==> src/rtl/watch_pkg.sv <==
// Shared definitions for the button/mode controller: mode encoding, counter
// widths and the button index map used by the top level.
package watch_pkg;

  typedef enum logic [2:0] {
    WATCH     = 3'd0,
    STOPWATCH = 3'd1,
    ALARM     = 3'd2,
    DAY       = 3'd3
  } mode_e;

  // 8 bits covers the full DB_CYCLES range of 2..255.
  localparam int DB_CNT_W  = 8;
  localparam int RPT_CNT_W = 16;

  localparam int NUM_BTN   = 7;
  localparam int BTN_MODE  = 0;
  localparam int BTN_SET   = 1;
  localparam int BTN_RESET = 2;
  localparam int BTN_UP    = 3;
  localparam int BTN_NEXT  = 4;
  localparam int BTN_START = 5;
  localparam int BTN_STOP  = 6;

  function automatic mode_e next_mode(input mode_e m);
    case (m)
      WATCH:     return STOPWATCH;
      STOPWATCH: return ALARM;
      ALARM:     return DAY;
      default:   return WATCH;
    endcase
  endfunction

endpackage

==> src/rtl/btn_debounce.sv <==
// One raw button: 2-flop synchronizer, stability counter, debounced level and
// a single-cycle pulse on each accepted 0->1 change.
module btn_debounce
  import watch_pkg::*;
#(
  parameter int DB_CYCLES = 16
) (
  input  logic clk,
  input  logic rst_n,
  input  logic btn_i,
  output logic level_o,
  output logic press_o
);

  logic                sync1_q;
  logic                sync2_q;
  logic                level_q;
  logic                press_q;
  logic [DB_CNT_W-1:0] cnt_q;

  always_ff @(posedge clk or negedge rst_n) begin
    if (!rst_n) begin
      sync1_q <= 1'b0;
      sync2_q <= 1'b0;
      level_q <= 1'b0;
      press_q <= 1'b0;
      cnt_q   <= '0;
    end else begin
      sync1_q <= btn_i;
      sync2_q <= sync1_q;
      press_q <= 1'b0;
      // The level flips on the DB_CYCLES-th consecutive mismatch; any agreement restarts the count.
      if (sync2_q != level_q) begin
        if (cnt_q == DB_CNT_W'(DB_CYCLES - 1)) begin
          level_q <= sync2_q;
          press_q <= sync2_q;
          cnt_q   <= '0;
        end else begin
          cnt_q <= cnt_q + DB_CNT_W'(1);
        end
      end else begin
        cnt_q <= '0;
      end
    end
  end

  assign level_o = level_q;
  assign press_o = press_q;

endmodule

==> src/rtl/button_mode_ctrl.sv <==
// Watch front panel: debounces seven buttons, runs the mode/set-entry FSM and
// emits registered command pulses. Optional upTime auto-repeat: BUTTON_AUTO_REPEAT_EN.
// mode | WATCH=0 time display, STOPWATCH=1 timing, ALARM=2 alarm edit, DAY=3 date edit
module button_mode_ctrl
  import watch_pkg::*;
#(
  parameter int DB_CYCLES  = 16,
  parameter int RPT_DELAY  = 64,
  parameter int RPT_PERIOD = 16
) (
  input  logic       clk,
  input  logic       rst_n,
  input  logic       btnMode,
  input  logic       btnSet,
  input  logic       btnReset,
  input  logic       btnUp,
  input  logic       btnNext,
  input  logic       btnStart,
  input  logic       btnStop,
  output logic [2:0] mode,
  output logic       setValue,
  output logic       resetTime,
  output logic       upTime,
  output logic       nextd,
  output logic       start_resume,
  output logic       stop
);

  logic [NUM_BTN-1:0] raw;
  logic [NUM_BTN-1:0] lvl;
  logic [NUM_BTN-1:0] press;

  assign raw = {btnStop, btnStart, btnNext, btnUp, btnReset, btnSet, btnMode};

  for (genvar gi = 0; gi < NUM_BTN; gi++) begin : g_db
    btn_debounce #(
      .DB_CYCLES(DB_CYCLES)
    ) u_db (
      .clk    (clk),
      .rst_n  (rst_n),
      .btn_i  (raw[gi]),
      .level_o(lvl[gi]),
      .press_o(press[gi])
    );
  end

  // Only the Up level feeds the repeat logic; the other levels are kept for observability.
  logic unused_lvl;
  assign unused_lvl = ^lvl;

  mode_e mode_q;
  logic  set_q;
  logic  reset_time_q;
  logic  up_time_q;
  logic  nextd_q;
  logic  start_q;
  logic  stop_q;
  logic  rpt_fire;

`ifdef BUTTON_AUTO_REPEAT_EN
  logic [RPT_CNT_W-1:0] rpt_cnt_q;

  // Counter is held at the initial delay whenever repeating is not allowed, so a
  // release or set-entry exit cancels the next pulse immediately.
  assign rpt_fire = lvl[BTN_UP] & set_q & ~press[BTN_UP] & (rpt_cnt_q == '0);

  always_ff @(posedge clk or negedge rst_n) begin
    if (!rst_n) begin
      rpt_cnt_q <= '0;
    end else if (press[BTN_UP] || !(lvl[BTN_UP] && set_q)) begin
      rpt_cnt_q <= RPT_CNT_W'(RPT_DELAY - 1);
    end else if (rpt_cnt_q == '0) begin
      rpt_cnt_q <= RPT_CNT_W'(RPT_PERIOD - 1);
    end else begin
      rpt_cnt_q <= rpt_cnt_q - RPT_CNT_W'(1);
    end
  end
`else
  assign rpt_fire = 1'b0;
`endif

  always_ff @(posedge clk or negedge rst_n) begin
    if (!rst_n) begin
      mode_q       <= WATCH;
      set_q        <= 1'b0;
      reset_time_q <= 1'b0;
      up_time_q    <= 1'b0;
      nextd_q      <= 1'b0;
      start_q      <= 1'b0;
      stop_q       <= 1'b0;
    end else begin
      reset_time_q <= press[BTN_RESET];
      up_time_q    <= press[BTN_UP] | rpt_fire;
      nextd_q      <= press[BTN_NEXT] & set_q;
      stop_q       <= press[BTN_STOP];
      start_q      <= press[BTN_START] & ~press[BTN_STOP];
      // Mode press has priority: it leaves set-entry first, and only advances when not editing.
      if (press[BTN_MODE]) begin
        if (set_q) begin
          set_q <= 1'b0;
        end else begin
          mode_q <= next_mode(mode_q);
        end
      end else if (press[BTN_SET] && (mode_q != STOPWATCH)) begin
        set_q <= ~set_q;
      end
    end
  end

  assign mode         = mode_q;
  assign setValue     = set_q;
  assign resetTime    = reset_time_q;
  assign upTime       = up_time_q;
  assign nextd        = nextd_q;
  assign start_resume = start_q;
  assign stop         = stop_q;

endmodule

==> config.mk <==
export PLATFORM = sky130hd
export DESIGN_NAME = button_mode_ctrl
export DESIGN_NICKNAME = d
export VERILOG_FILES = /design/src/rtl/watch_pkg.sv /design/src/rtl/btn_debounce.sv /design/src/rtl/button_mode_ctrl.sv
export SDC_FILE = /design/constraint.sdc
export NUM_CORES = 1
export LEC_CHECK = 0
export ABC_AREA = 1
export CAP_MARGIN = 20
export CORE_MARGIN = 4
export CORE_UTILIZATION = 50
export CTS_BUF_LIST = sky130_fd_sc_hd__clkbuf_4 sky130_fd_sc_hd__clkbuf_8
export DETAILED_ROUTE_END_ITERATION = 7
export PLACE_DENSITY = 0.73
export SLEW_MARGIN = 20
export SYNTH_ARGS = -nofsm -noshare
export SYNTH_HDL_FRONTEND = slang
export SYNTH_HIERARCHICAL = 1
export SYNTH_SLANG_ARGS = --single-unit
==> constraint.sdc <==
create_clock -name clk -period 1.59 [get_ports clk]
set_input_delay 0.159 -clock clk [delete_from_list [all_inputs] [get_ports clk]]
set_output_delay 0.159 -clock clk [all_outputs]
set_load 0.005 [all_outputs]
==> metrics <==
status=finished clean; CP peak stage delay=0.53 ns; clock slew seen by the registers of the worst setup and hold paths=0.09 ns; family with the most delay on the worst path=buffers and inverters; Critical path buffers and inverters=1; synthesized area=4177 um^2; Leakage=2.229 nW; Syn Nets=493; CTS tree=yes; final routed DRC violation total=0; Clock Root Buffer=clkbuf_8; DIE AREA=9879 um^2; highest clock rate=690.6 MHz; Hold WC Path Type=in -> reg; CP Launch Type=flip-flop; Final min period=1.448 ns; Power Total=4.105 mW; # fillers=712; critical path endpoint category=output pin; FF/Latch Area=2302 um^2; Fin Setup TNS=0 ns; Clock Latency Late Sink=0.34 ns; hpwl dp=4892 um; via count=2892; final core occ=57.33%; most common cell after layout, fill and taps aside=nand2_1; crit path cell chain=clkdlybuf4s50_1; num ports=18; commonest non-fill, non-tap cells in the layout=103 x nand2_1, 92 x dfrtp_1, 73 x nor2_1; DR iter-0 viols=81; Seq/Total Area, Yosys=55.12%; Slew Viols, Final=0; initial core utilization=51.09%; Via density=4.733; post-synth cell types=17; first-pass GRT wire length=11710 um; # setup viols final=0; Syn. warnings=6; Initial DRT Pass Iterations=4; WP data arrival=1.29 ns; CP Max Fanout=5; final worst-path cycle share=91.07%; area of the multi-input gates=1630 um^2; clock sink total=92; post-synthesis cell count=474; Routed WL=6403 um; vias in the first global route=2800; Mean Syn Cell Area=8.811 um^2; RSZ-0062 raised after global routing=no; synth top area cells=dfrtp_1 55%, nand2_1 9.3%, nor2_1 6.6%, nand3_1 4.4%, inv_1 4.3%; Synth top area share=55.12%; CTS Buf Count=9; Routed Antenna Nets=0; placed instance area=4498 um^2; GP Congestion=0.8083; Hold Violations, Final=0; largest net degree at the start of global routing=37; initial antenna violation count=0; wire length per cell=10.48 um; Core Region=8175 um^2; Synth Register Bits=92; area grow syn2layout=12.22%; IO buf count=16; Power per Cell Area=875.9 nW/um^2; # rows=33; GR Overflow Total=0; postcts setup bufs=0; Antenna diodes=0; Finished Cell Area=4687 um^2; Global Route Usage Sum=14.31%; htree depth=3; layout cell share with drive strength beyond 1=17.59%; Die Y=99.40 um; die width=99.40 um; max-cap check violation count=0; area leader, netlist=dfrtp_1; CTS Buffer Depth=2; worst clock skew=0.01416 ns; Req. time, crit path=1.43 ns; critical path class=reg -> out; critical path's slowest cell=clkdlybuf4s50_1; Worst VDD drop=509.0 uV; NumNets Final=522
where the power goes:
group	switching (mW)	internal, mW	total, mW
registers	0.0517	2.40	2.45
logic	0.121	0.0742	0.195
clock network	0.719	0.741	1.46
total	0.892	3.21	4.11
synthesized netlist by cell type:
library cell  instances
nand2_2              15
buf_4                 1
a21oi_1               8
nor2_2               28
dfrtp_1              92
conb_1                1
o21ai_0               7
xor2_2                7
nor2_1               73
o21ai_2               7
ha_1                 10
inv_2                15
inv_1                48
xor2_1                7
nand3_1              37
nand2_1             103
o21ai_1              15
routing by layer:
metal | up-vias | part of all wire [%] | track usage (%)
met5 | - | 0 | 0
met4 | 0 | 0.56 | 5.252
met3 | 2 | 3.0 | 3.156
met2 | 32 | 49 | 24.12
met1 | 1354 | 48 | 18.18
li1 | 1504 | - | -
metrics by stage:
step / worst slack (ns) / hold WS, ns / cells
final: 0.1420 / 0.2478 / 611
after global routing: 0.07257 / 0.2281 / 611
after CTS: 0.1101 / 0.2361 / 611
after detailed placement: 0.4066 / 0.1142 / 596
after global placement: 0.4407 / 0.1199 / 596
after floorplan: 0.5264 / -0.1366 / 474
kinds of logic (layout without fill, tap and decap cells):
family,count (synthesis),count (layout),share of synthesized area (%)
other,1,1,0.08979
AND/OR/NAND/NOR,256,256,26.69
flip-flops,92,92,55.12
AO/OA/AOI/OAI,37,37,5.063
adder cells (fa/ha/maj),10,10,2.996
XOR/XNOR,14,14,4.194
buffers and inverters,64,96,5.842
sequential cells by signal, summed over array words and instances, names as in the netlist:
signal             flops
g_db.u_db/sync1_q      7
g_db.u_db/level_o      7
mode                   2
nextd                  1
start_resume           1
upTime                 1
stop                   1
g_db.u_db/cnt_q       56
g_db.u_db/press_o      7
resetTime              1
setValue               1
g_db.u_db/sync2_q      7
cell type report:
class                           instances  area share (%)
Clock inverter                          3          0.8542
Multi-Input combinational cell        318           34.78
Inverter                               63           5.045
Tap cell                              105           2.803
Sequential cell                        92           49.12
Timing Repair Buffer                   19           4.431
Clock buffer                           11           2.963
path summary, 6_finish.rpt:
check                                        end             startpoint  slack [ns]  depth (start not counted)
max reg2reg                g_db[3].u_db/cnt_q[3]  g_db[3].u_db/cnt_q[0]        0.38                          6
min                         g_db[3].u_db/sync1_q                  btnUp        0.25                          1
max                                     setValue               setValue        0.14                          1
max in group asynchronous   g_db[6].u_db/sync1_q                  rst_n        0.78                          3
min reg2reg                 g_db[6].u_db/sync2_q   g_db[6].u_db/sync1_q        0.35                          0
min in group asynchronous  g_db[4].u_db/cnt_q[5]                  rst_n        0.30                          2
what timing repair did:
item | 4_1_cts | 5_1_grt
endpoints found under the hold margin | 26 | 0
endpoints found under the setup margin | 0 | 0
gates resized for setup | 0 | 0
hold buffers | 1 | 0
(Power assumes the default switching activity.)
